File: config.mk
export PLATFORM = sky130hd
export DESIGN_NAME = pipeline_ctrl
export DESIGN_NICKNAME = d
export VERILOG_FILES = /design/src/rtl/pipeline_ctrl_pkg.sv /design/src/rtl/pipeline_ctrl_hazard_detect.sv /design/src/rtl/pipeline_ctrl.sv
export SDC_FILE = /design/constraint.sdc
export NUM_CORES = 1
export LEC_CHECK = 0
export ABC_AREA = 1
export BUFFER_PORTS_ARGS = -buffer_cell sky130_fd_sc_hd__buf_2
export CORE_MARGIN = 2
export CORE_UTILIZATION = 60
export CTS_BUF_LIST = sky130_fd_sc_hd__clkbuf_8
export DETAILED_ROUTE_END_ITERATION = 12
export GPL_ROUTABILITY_DRIVEN = 0
export PLACE_DENSITY = 0.88
export SLEW_MARGIN = 20
export SYNTH_ARGS = -nofsm -noshare
export SYNTH_HDL_FRONTEND = slang
export SYNTH_SLANG_ARGS = --single-unit
File: constraint.sdc
create_clock -name clk -period 3.1 [get_ports clk]
set_clock_uncertainty 0.15 [all_clocks]
set_input_delay 0.465 -clock clk [delete_from_list [all_inputs] [get_ports clk]]
set_output_delay 0.465 -clock clk [all_outputs]
set_load 0.1 [all_outputs]
File: src/rtl/pipeline_ctrl_pkg.sv
// Shared types and helpers for the front-end pipeline sequencer.
package pipeline_ctrl_pkg;

    // Sequencer modes.
    typedef enum logic [1:0] {
        RUN        = 2'd0,
        FLUSH      = 2'd1,
        FETCH_WAIT = 2'd2,
        FAULT      = 2'd3
    } state_t;

    // Highest-priority hazard cause seen in RUN / FETCH_WAIT.
    typedef enum logic [2:0] {
        NONE      = 3'd0,
        REDIRECT  = 3'd1,
        EX_BUSY   = 3'd2,
        LOAD_USE  = 3'd3,
        IMEM_WAIT = 3'd4
    } cause_t;

    // Register x0 is hardwired to zero and never creates a dependency.
    localparam logic [4:0] REG_ZERO = 5'd0;

    // Bundle of per-stage pipeline register controls.
    typedef struct packed {
        logic pc_en;
        logic pc_sel_redirect;
        logic if_id_en;
        logic if_id_flush;
        logic id_ex_en;
        logic id_ex_flush;
    } ctrl_t;

    // Priority encoder for the hazard causes, highest priority first.
    function automatic cause_t pick_cause(
        input logic redirect,
        input logic busy,
        input logic load_use,
        input logic imem_valid
    );
        if (redirect)
            return REDIRECT;
        else if (busy)
            return EX_BUSY;
        else if (load_use)
            return LOAD_USE;
        else if (!imem_valid)
            return IMEM_WAIT;
        else
            return NONE;
    endfunction

endpackage

File: src/rtl/pipeline_ctrl_hazard_detect.sv
// Combinational load-use hazard compare between the ID and EX stages.
module hazard_detect
    import pipeline_ctrl_pkg::*;
(
    input  logic [4:0] id_rs1,
    input  logic [4:0] id_rs2,
    input  logic       id_use_rs1,
    input  logic       id_use_rs2,
    input  logic       ex_mem_read,
    input  logic [4:0] ex_rd,
    output logic       load_use
);

    logic rs1_hit;
    logic rs2_hit;

    // A load in EX blocks the ID instruction only if ID really reads its non-zero target.
    always_comb begin
        rs1_hit  = id_use_rs1 && (id_rs1 == ex_rd);
        rs2_hit  = id_use_rs2 && (id_rs2 == ex_rd);
        load_use = ex_mem_read && (ex_rd != REG_ZERO) && (rs1_hit || rs2_hit);
    end

endmodule

File: src/rtl/pipeline_ctrl.sv
// Front-end pipeline sequencer: turns redirect, EX-busy, load-use and
// instruction-memory wait hazards into PC / IF-ID / ID-EX enables and flushes.
module pipeline_ctrl
    import pipeline_ctrl_pkg::*;
#(
    parameter int FLUSH_CYCLES = 1,
    parameter int IMEM_TIMEOUT = 255,
    parameter int CNT_W        = 16
) (
    input  logic             clk,
    input  logic             rst,
    input  logic [4:0]       id_rs1,
    input  logic [4:0]       id_rs2,
    input  logic             id_use_rs1,
    input  logic             id_use_rs2,
    input  logic             ex_mem_read,
    input  logic [4:0]       ex_rd,
    input  logic             ex_redirect,
    input  logic             ex_busy,
    input  logic             imem_valid,
    output logic             pc_en,
    output logic             pc_sel_redirect,
    output logic             if_id_en,
    output logic             if_id_flush,
    output logic             id_ex_en,
    output logic             id_ex_flush,
    output logic             fetch_fault,
    output logic [CNT_W-1:0] stall_cnt,
    output logic [CNT_W-1:0] flush_cnt
);

    localparam int WAIT_W = $clog2(IMEM_TIMEOUT + 1);
    localparam int FL_W   = 2;

    localparam logic [WAIT_W-1:0] TIMEOUT_VAL  = WAIT_W'(IMEM_TIMEOUT);
    localparam logic [FL_W-1:0]   FLUSH_RELOAD = FL_W'(FLUSH_CYCLES - 1);
    localparam logic [CNT_W-1:0]  CNT_MAX      = '1;

    state_t            state_q, state_d;
    logic [WAIT_W-1:0] wait_q, wait_d, wait_inc;
    logic [FL_W-1:0]   flrem_q, flrem_d;
    logic [CNT_W-1:0]  stall_q, flush_q;

    logic   load_use;
    logic   redirect;
    logic   take_redirect;
    cause_t cause;
    ctrl_t  ctl;

    hazard_detect u_hazard_detect (
        .id_rs1      (id_rs1),
        .id_rs2      (id_rs2),
        .id_use_rs1  (id_use_rs1),
        .id_use_rs2  (id_use_rs2),
        .ex_mem_read (ex_mem_read),
        .ex_rd       (ex_rd),
        .load_use    (load_use)
    );

    // Cause decode; a busy EX stage cannot redirect because its result is not final.
    always_comb begin
        redirect      = ex_redirect && !ex_busy;
        take_redirect = redirect && (state_q != FAULT);
        cause         = pick_cause(redirect, ex_busy, load_use, imem_valid);
        wait_inc      = wait_q + 1'b1;
    end

    // Next-state and zero-latency stage controls.
    always_comb begin
        // NOTE: every signal gets a default first so no path leaves one unassigned (no latches).
        state_d = state_q;
        wait_d  = wait_q;
        flrem_d = flrem_q;
        ctl     = '0;

        if (rst) begin
            ctl.if_id_flush = 1'b1;
            ctl.id_ex_flush = 1'b1;
            state_d         = RUN;
        end else if (take_redirect) begin
            ctl     = '1;
            wait_d  = '0;
            flrem_d = FLUSH_RELOAD;
            state_d = (FLUSH_CYCLES > 1) ? FLUSH : RUN;
        end else begin
            case (state_q)
                RUN, FETCH_WAIT: begin
                    case (cause)
                        EX_BUSY: begin
                            // Hold every stage; state and wait count stay put.
                        end
                        LOAD_USE: begin
                            ctl.id_ex_en    = 1'b1;
                            ctl.id_ex_flush = 1'b1;
                        end
                        IMEM_WAIT: begin
                            ctl.if_id_en    = 1'b1;
                            ctl.if_id_flush = 1'b1;
                            ctl.id_ex_en    = 1'b1;
                            wait_d          = wait_inc;
                            state_d         = (wait_inc == TIMEOUT_VAL) ? FAULT : FETCH_WAIT;
                        end
                        default: begin
                            ctl.pc_en    = 1'b1;
                            ctl.if_id_en = 1'b1;
                            ctl.id_ex_en = 1'b1;
                            wait_d       = '0;
                            state_d      = RUN;
                        end
                    endcase
                end
                FLUSH: begin
                    ctl.if_id_en    = 1'b1;
                    ctl.if_id_flush = 1'b1;
                    ctl.pc_en       = imem_valid && !ex_busy;
                    ctl.id_ex_en    = !ex_busy;
                    if (flrem_q <= FL_W'(1)) begin
                        flrem_d = '0;
                        state_d = RUN;
                    end else begin
                        flrem_d = flrem_q - 1'b1;
                    end
                end
                FAULT: begin
                    ctl.if_id_flush = 1'b1;
                    ctl.id_ex_flush = 1'b1;
                end
                default: state_d = RUN;
            endcase
        end
    end

    // State register with synchronous reset.
    always_ff @(posedge clk) begin
        // NOTE: sequential state uses non-blocking assignments so all flops update together.
        if (rst) begin
            state_q <= RUN;
            wait_q  <= '0;
            flrem_q <= '0;
        end else begin
            state_q <= state_d;
            wait_q  <= wait_d;
            flrem_q <= flrem_d;
        end
    end

    // Saturating statistics: PC-stall cycles and accepted redirects.
    always_ff @(posedge clk) begin
        if (rst) begin
            stall_q <= '0;
            flush_q <= '0;
        end else begin
            if (!ctl.pc_en && (stall_q != CNT_MAX))
                stall_q <= stall_q + 1'b1;
            if (take_redirect && (flush_q != CNT_MAX))
                flush_q <= flush_q + 1'b1;
        end
    end

    // Output wiring.
    always_comb begin
        pc_en           = ctl.pc_en;
        pc_sel_redirect = ctl.pc_sel_redirect;
        if_id_en        = ctl.if_id_en;
        if_id_flush     = ctl.if_id_flush;
        id_ex_en        = ctl.id_ex_en;
        id_ex_flush     = ctl.id_ex_flush;
        fetch_fault     = (state_q == FAULT) && !rst;
        stall_cnt       = stall_q;
        flush_cnt       = flush_q;
    end

endmodule

# After elaboration in Yosys (flattened, before gate mapping)
# Cells that the tools add are included.
# classes
n_bitwise	1
reduce_logical	24
mux	27
n_addsub	4
n_eq_ne	14
order_cmp	1
# ops
op	n
$add A16 B1 Y16 const B	2
$ne A16 B16 Y1 const B	2
$pmux W8 S2	1
$mux W3	5
$mux W1	11
$eq A5 B5 Y1	2
$logic_and A1 B1 Y1	10
$pmux W1 S2	5
$add A8 B1 Y8 const B	1
$eq A8 B8 Y1 const B	1
$pmux W2 S2	2
$reduce_or A2 Y1	4
$eq A3 B2 Y1 const B	2
$ne A2 B2 Y1 const B	3
$reduce_bool A5 Y1	1
$eq A2 B2 Y1 const B	2
$mux W2	2
$mux W4	1
$eq A3 B3 Y1 const B	1
$logic_not A1 Y1	3
$reduce_and A3 Y1	1
$reduce_or A3 Y1	1
$eq A2 B1 Y1 const B	1
$le A2 B1 Y1 const B	1
6 further kinds	6
# totals
input_bits	23
ff_bits	44
out_inout_bits	39

# Logic depth before layout (Yosys ltp)
# Gate-level depths: netlist (run 1).
# depth
word_depth	15
depth_mapped	15
ltp_nobuf	14

# By module
# Synthesis (run 1) repeated with hierarchy kept, for this count alone.
# hier_totals
cells_unflattened	474
area_unflattened_um2	2877.8
# by_module_without_submodules
module	cells_per_inst	instances	area_each_um2
pipeline_ctrl	419	1	2661.3
hazard_detect	55	1	216.5

# Least setup slack after synthesis (run 1)
# Ideal clock, no wire load.
# synth_timing
path_type	input to output
start	in rst
end	out id_ex_en
n_path_buf	1
setup_slack_ps	-255
arrival_time_ps	2740
cell_stages	2
required_ps	2485
path_cell_list	clkbuf_1 nor3_1
# synth_via
elab_chain_len	1
# synth_rtl
item	line_no	source
start, declared	pipeline_ctrl.sv:11	input logic rst,
$mux W1	pipeline_ctrl.sv:76	if (rst) begin
end, declared	pipeline_ctrl.sv:25	output logic id_ex_en,
# Every way passes these cells.

# Final worst setup path (run 1)
# layout_timing
start	in ex_rd[2]
end	out if_id_en
# layout_via
elab_chain_len	13
word_cells_on_any_way	18
# layout_rtl
item	line_no	source
start, declared	pipeline_ctrl.sv:17	input logic [4:0] ex_rd,
$eq A5 B5 Y1, on equally long branches	pipeline_ctrl_hazard_detect.sv:19, pipeline_ctrl_hazard_detect.sv:20	
$logic_and A1 B1 Y1, on equally long branches	pipeline_ctrl_hazard_detect.sv:19, pipeline_ctrl_hazard_detect.sv:20	
$logic_or A1 B1 Y1	pipeline_ctrl_hazard_detect.sv:21	load_use = ex_mem_read && (ex_rd != REG_ZERO) && (rs1_hit || rs2_hit);
$logic_and A1 B1 Y1 (*)	pipeline_ctrl_hazard_detect.sv:21	
$mux W3 (*)	pipeline_ctrl_pkg.sv:45	else if (load_use)
$mux W3 (*)	pipeline_ctrl_pkg.sv:43	else if (busy)
$mux W3 (*)	pipeline_ctrl_pkg.sv:41	if (redirect)
$eq A3 B2 Y1	pipeline_ctrl.sv:88	case (cause)
$reduce_or A2 Y1 (no source line) (*)	--	
$mux W1 (*)	pipeline_ctrl.sv:88	
$pmux W1 S2 (*)	pipeline_ctrl.sv:86	case (state_q)
$mux W4 (*)	pipeline_ctrl.sv:80	end else if (take_redirect) begin
$mux W3 (*)	pipeline_ctrl.sv:76	
end, declared	pipeline_ctrl.sv:23	output logic if_id_en,
# Every way passes the cells marked *; elsewhere a longest branch is shown, timed or not.

==> flow_summary.yaml, run 1 <==
critical_path:
  critPathMaxFanout: 8
  cp-start-kind: "input pin"
  rr_endpoint: "stall_cnt[14]$_SDFFE_PP0P_"
  worstPathRequired_ns: 2.48
  endpoint_kind: "output port"
  crit_chain: "buf_2, nor3_1, nand3_1, nand2_1, inv_1, nand3_2, nand2_1, a21oi_2, buf_2"
  worstPathArrival_ns: 1.94
  max_stage_delay_ns: 0.43
  reg2reg_depth: 11
  r2r_start: "stall_cnt[0]$_SDFFE_PP0P_"
  critPathKind: "input pin to output port"
  crit_slowest_cell: "buf_2"
  critPathBufInv: 3
  ff2ff_setup_slack_ns: 0.76
  setup.worst_path.start: "ex_rd[2]"
  path_delay_family: "simple AND/OR/NAND/NOR gates"
synth:
  syn_nets: 424
  synth-seq-area-share_pct: 32.87
  synth_flop_cell: "dfxtp_1"
  synth_cells: 397
  synth_edf_count: 0
  yosysUniqueCellTypes: 33
  syn_avg_cell_area_sq_um: 6.751
  synth_seq_cells: 44
  syn_area_sq_mm: 0.002680
  synth.yosys.warnings: 0
  async_flop_share_pct: 0
worst_hold_path:
  min_from: "flrem_q[1]$_SDFFE_PP0P_"
  hold_depth: 2
  worst_hold_path_type: "register to register"
  hold_path_end: "flrem_q[1]$_SDFFE_PP0P_"
timing:
  setup_viol: 0
  slew_headroom_pct: 63.54
  finalHoldViolCount: 0
  finalSetupTns_ns: 0
  fin_hold_ws_ns: 0.3008
  min_period_ns: 2.555
  rsz0062_at_grt: "false"
  fmax_ghz: 0.3914
  max_slew.worst_pin.slew_ns: 0.5427
  report.final.slew_viol_count: 0
  period_share_pct: 82.42
power:
  p_switching_uw: 372.2
  internal-power_uw: 800.7
  leakage_nw: 1.370
  ir_drop_mv: 0.2990
  clockPowerShare_pct: 32.8
  sw_frac_of_total_pct: 31.73
  pwr_density_cell_mw_per_mm2: 376.9
  pwr-share-seq_pct: 50.0
  total_power_mw: 1.173
  p_comb_share_pct: 17.2
final_layout:
  register_area_sq_um: 880.8
  layout_commonest_cell: "nand2_1"
  fillers: 394
  multi_input_area_sq_mm: 0.001511
  syn2layout_area_growth_pct: 16.11
  final_cell_mix: "nand2_1, buf_2, inv_1"
  final_nets: 487
  finalInstanceArea_sq_mm: 0.003112
  post-route-util_pct: 71.96
  final_layout_size_suffix_gt1_share_pct: 22.99
  antenna_cells: 0
global_route:
  grt_pass1_wl_mm: 10.82
  grt_pass1_vias: 2590
  grt_use_total_pct: 26.39
  antenna_found_initial: 0
  grt.overflow.total: 0
  grt_max_degree: 20
detailed_routing:
  via_per_inst: 5.287
  drc: 0
  drtAntennaViolNets: 0
  routed_wl_mm: 6.330
  drtPass1Iterations: 4
  vias: 2712
  drtIter0Drc: 179
  wl_per_cell_microns: 12.34
floorplan:
  core_sq_mm: 0.004324
  dieArea_sq_mm: 0.005018
  ioPinCount: 62
  fp.dieH_microns: 70.84
  die_x_microns: 70.84
  initial_core_util_pct: 61.98
  row_count: 24
cts:
  cts_root_buf: "clkbuf_8"
  post_cts_resized: 0
  cts_setup_buffers: 0
  clk_pin_slew_ns: 0.08
  htreeDepth: 2
  cts_buffer_depth: 2
  cts_tree: "done"
  numCtsBuffers: 5
  clock_latency_ns: 0.31
  hold_buffers: 0
  clock-sinks: 44
place:
  dp_hpwl_mm: 4.712
  port-buffer-count: 61
  dpl_cell_area_sq_mm: 0.003018
outcome:
  status: "completed"
run:
  drv_cap: 0
-- how the worst max path moves through the flow --
| stage | endpoint | slack, ns | cells after the start |
|---|---|---|---|
| after floorplan | pc_en | 0.46 | 14 |
| after global placement | if_id_en | 0.60 | 9 |
| after detailed placement | if_id_en | 0.56 | 9 |
| after CTS | if_id_en | 0.55 | 9 |
| after global routing | if_id_en | 0.42 | 9 |
| final | if_id_en | 0.54 | 9 |
-- cells in the mapped netlist, types with 2 or more instances --
| cell type | instances | area (sq um) |
|---|---|---|
| a211oi_1 | 4 | 30.03 |
| a21oi_1 | 23 | 115.1 |
| a21oi_2 | 7 | 61.31 |
| a31oi_1 | 2 | 12.51 |
| buf_2 | 2 | 10.01 |
| buf_6 | 2 | 22.52 |
| clkbuf_1 | 2 | 7.510 |
| dfxtp_1 | 44 | 880.8 |
| ha_1 | 4 | 50.05 |
| inv_1 | 57 | 214.0 |
| inv_2 | 5 | 18.77 |
| nand2_1 | 82 | 307.8 |
| nand2_2 | 7 | 43.79 |
| nand3_1 | 27 | 135.1 |
| nand3_2 | 9 | 90.09 |
| nand3b_1 | 2 | 15.01 |
| nand4_1 | 5 | 31.28 |
| nor2_1 | 46 | 172.7 |
| nor3_1 | 19 | 95.09 |
| nor3_2 | 2 | 20.02 |
| nor3b_1 | 3 | 22.52 |
| nor4_1 | 2 | 12.51 |
| o21ai_0 | 13 | 65.06 |
| xnor2_1 | 4 | 35.03 |
| xor2_1 | 16 | 140.1 |
-- routing by layer --
metal | vias to the layer above | track usage [%] | part of all wire [%]
li1 | 1400 | - | -
met1 | 1247 | 31.18 | 44
met2 | 59 | 47.66 | 51
met3 | 6 | 4.701 | 4.4
met4 | 0 | 9.644 | 1.1
met5 | - | 0 | 0
-- worst min-delay path, cell delays in order (launching register included) --
cell and delay (ns):
dfxtp_1 0.31, inv_1 0.06, nor3_1 0.05
-- power by group through the flow --
stage	clock network [mW]	registers [mW]	logic (mW)
after floorplan	0	0.637	0.119
after global placement	0	0.598	0.196
after detailed placement	0	0.599	0.201
after CTS	0.389	0.586	0.202
after global routing	0.405	0.588	0.218
final	0.385	0.586	0.202
-- cells by family (layout without fill, tap and decap cells) --
logic type,after synthesis,in the layout,synth area share [%]
AO/OA/AOI/OAI,52,52,11.67
XOR/XNOR,20,20,6.536
adder cells (fa/ha/maj),4,4,1.867
buffers and inverters,70,134,11.06
flip-flops,44,44,32.87
AND/OR/NAND/NOR,207,207,35.99
-- state kept, by name (all words and copies together), names as in the netlist --
signal	flops
flush_cnt	16
flrem_q	2
state_q	2
stall_cnt	16
wait_q	8
-- final cells by class --
| cell class | instances | area share, % |
|---|---|---|
| inverters | 62 | 7.479 |
| clock inverters | 2 | 0.3619 |
| multi-input cells | 283 | 48.57 |
| flip-flops and latches | 44 | 28.31 |
| well taps | 52 | 2.091 |
| clock buffers | 6 | 2.654 |
| repair buffers | 64 | 10.53 |
-- metrics by stage --
stage | instances | worst slack (ns)
2_1_floorplan | 397 | 0.4606
3_3_place_gp | 505 | 0.5976
3_5_place_dp | 505 | 0.5601
4_1_cts | 513 | 0.5531
5_1_grt | 513 | 0.4191
6_report | 513 | 0.5450
Power figures use the tool's default switching activity.
==> run 2: changes to the inputs <==
CORE_UTILIZATION = 50   (was 60)
PLACE_DENSITY = 0.78   (was 0.88)
clock period = 2.1 ns   (was 3.1 ns; I/O delays follow)
==> run 2 against run 1 <==
Compared with the run above: worst hold slack got worse by 0.086 ns; final area increased by 7.8%; utilization decreased by 6.7 points; clock-buffer cell count decreased by 1; die area increased by 19%; critical path type unchanged; critical endpoint is now pc_en.
==> flow_summary.yaml, run 2 (synthesized netlist as in run 1, its figures left out) <==
critical_path:
  reg2reg_depth: 10
  r2r_start: "flush_cnt[0]$_SDFFE_PP0P_"
  ff2ff_setup_slack_ns: 0.20
  cp-start-kind: "input pin"
  critPathKind: "input pin to output port"
  endpoint_kind: "output port"
  worstPathArrival_ns: 1.56
  worstPathRequired_ns: 1.63
  rr_endpoint: "flush_cnt[8]$_SDFFE_PP0P_"
  critPathMaxFanout: 4
detailed_routing:
  drtIter0Drc: 153
  drtAntennaViolNets: 0
  drtPass1Iterations: 4
  drc: 0
  via_per_inst: 5.000
  routed_wl_mm: 6.157
  wl_per_cell_microns: 11.47
  vias: 2685
outcome:
  status: "completed"
floorplan:
  die_x_microns: 77.21
  core_sq_mm: 0.005140
  row_count: 26
  dieArea_sq_mm: 0.005961
  ioPinCount: 62
  fp.dieH_microns: 77.21
  initial_core_util_pct: 52.14
power:
  clockPowerShare_pct: 30.0
  sw_frac_of_total_pct: 31.93
  p_comb_share_pct: 19.7
  pwr_density_cell_mw_per_mm2: 509.6
  leakage_nw: 1.438
  ir_drop_mv: 0.4794
  p_switching_uw: 546.1
  pwr-share-seq_pct: 50.3
  internal-power_mw: 1.164
worst_hold_path:
  hold_depth: 2
  min_from: "rst"
  hold_path_end: "flush_cnt[12]$_SDFFE_PP0P_"
  worst_hold_path_type: "input pin to register"
final_layout:
  antenna_cells: 0
  syn2layout_area_growth_pct: 25.21
  layout_commonest_cell: "nand2_1"
  final_layout_size_suffix_gt1_share_pct: 34.69
  fin_cells: 537
  post-route-util_pct: 65.29
  final_nets: 493
  final_cell_mix: "nand2_1, buf_2, inv_1"
  fillers: 464
global_route:
  antenna_found_initial: 0
  grt.overflow.total: 0
  grt_use_total_pct: 21.75
  grt_max_degree: 17
  grt_pass1_wl_mm: 10.78
  grt_pass1_vias: 2469
timing:
  setup_viol: 0
  postLayoutSetupSlackWorst_ns: 0.07530
  rsz0062_at_grt: "true"
  fmax_ghz: 0.4939
  period_share_pct: 96.41
  min_period_ns: 2.025
  fin_hold_ws_ns: 0.2152
  max_slew.worst_pin.slew_ns: 0.4955
  report.final.slew_viol_count: 0
  finalSetupTns_ns: 0
  slew_headroom_pct: 67.19
  finalHoldViolCount: 0
run:
  drv_cap: 0
place:
  dp.cells: 529
  dp_slack_ns: 0.009290
  port-buffer-count: 61
  dp_hpwl_mm: 4.697
cts:
  htreeDepth: 2
  cts_setup_buffers: 0
  clk_pin_slew_ns: 0.08
  cts_root_buf: "clkbuf_8"
  numCtsBuffers: 5
  clock_latency_ns: 0.29
  clock-sinks: 44
  cts_buffer_depth: 2
  cts_tree: "done"
  hold_buffers: 0
==> run 2: changes by cell type in the layout (fill, tap and decap cells not counted), sizes merged <==
cell | previous run | this run
buf | 64 | 69
clkinv | 0 | 1
==> run 2: power by group through the flow <==
stage	clock [mW]	combinational (mW)	sequential, mW
after global placement	0	0.324	0.879
final	0.513	0.337	0.860
after detailed placement	0	0.329	0.879
after floorplan	0	0.180	0.936
after global routing	0.557	0.363	0.862
after CTS	0.532	0.330	0.860
==> run 2: repair_timing <==
action / in CTS / in global routing
pin swaps: 0 / 2
resized for setup: 1 / 12
setup endpoints to repair: 1 / 6
==> run 2: area by class of cell <==
class,count,area (sq um),area share [%]
sequential,44,942.2,28.08
clock buffer,5,68.82,2.051
multi-input combinational,283,1558,46.42
timing repair buffer,70,435.4,12.98
clock inverter,3,12.51,0.3729
tap,70,87.58,2.610
inverter,62,251.5,7.494
==> run 2: worst max-delay path by stage <==
stage                                 start         endpoint  slack [ns]  cells past startpoint
global route                       ex_rd[3]            pc_en       -0.04                     14
global placement                   ex_rd[2]            pc_en        0.07                     13
floorplan                       ex_redirect  pc_sel_redirect       -0.21                      4
detailed placement                 ex_rd[3]            pc_en       0.009                     13
finish                             ex_rd[1]            pc_en        0.08                     13
CTS                 state_q[0]$_SDFFE_PP0P_            pc_en       0.004                      9
==> run 2: critical path, stage by stage <==
cell,delay [ns]
buf_2,0.11
inv_2,0.05
nand2_2,0.06
nand2_1,0.06
nor2_2,0.13
nand3_2,0.09
nand2_2,0.11
nand3_2,0.09
nand3_2,0.10
nand2_2,0.07
nand2_4,0.10
clkinvlp_4,0.10
buf_12,0.17
==> run 2: routing by layer <==
metal | vias to the layer above | track usage [%] | part of all wire [%]
met5 | - | 0 | 0
met4 | 0 | 6.786 | 1.1
met3 | 7 | 4.118 | 5.1
met2 | 68 | 36.35 | 48
met1 | 1198 | 28.31 | 46
li1 | 1412 | - | -
==> run 2: stage by stage <==
stage	total power [mW]	instance area (sq um)
2_1_floorplan	1.116	2778
3_3_place_gp	1.203	3234
3_5_place_dp	1.208	3234
4_1_cts	1.721	3318
5_1_grt	1.781	3356
6_report	1.710	3356
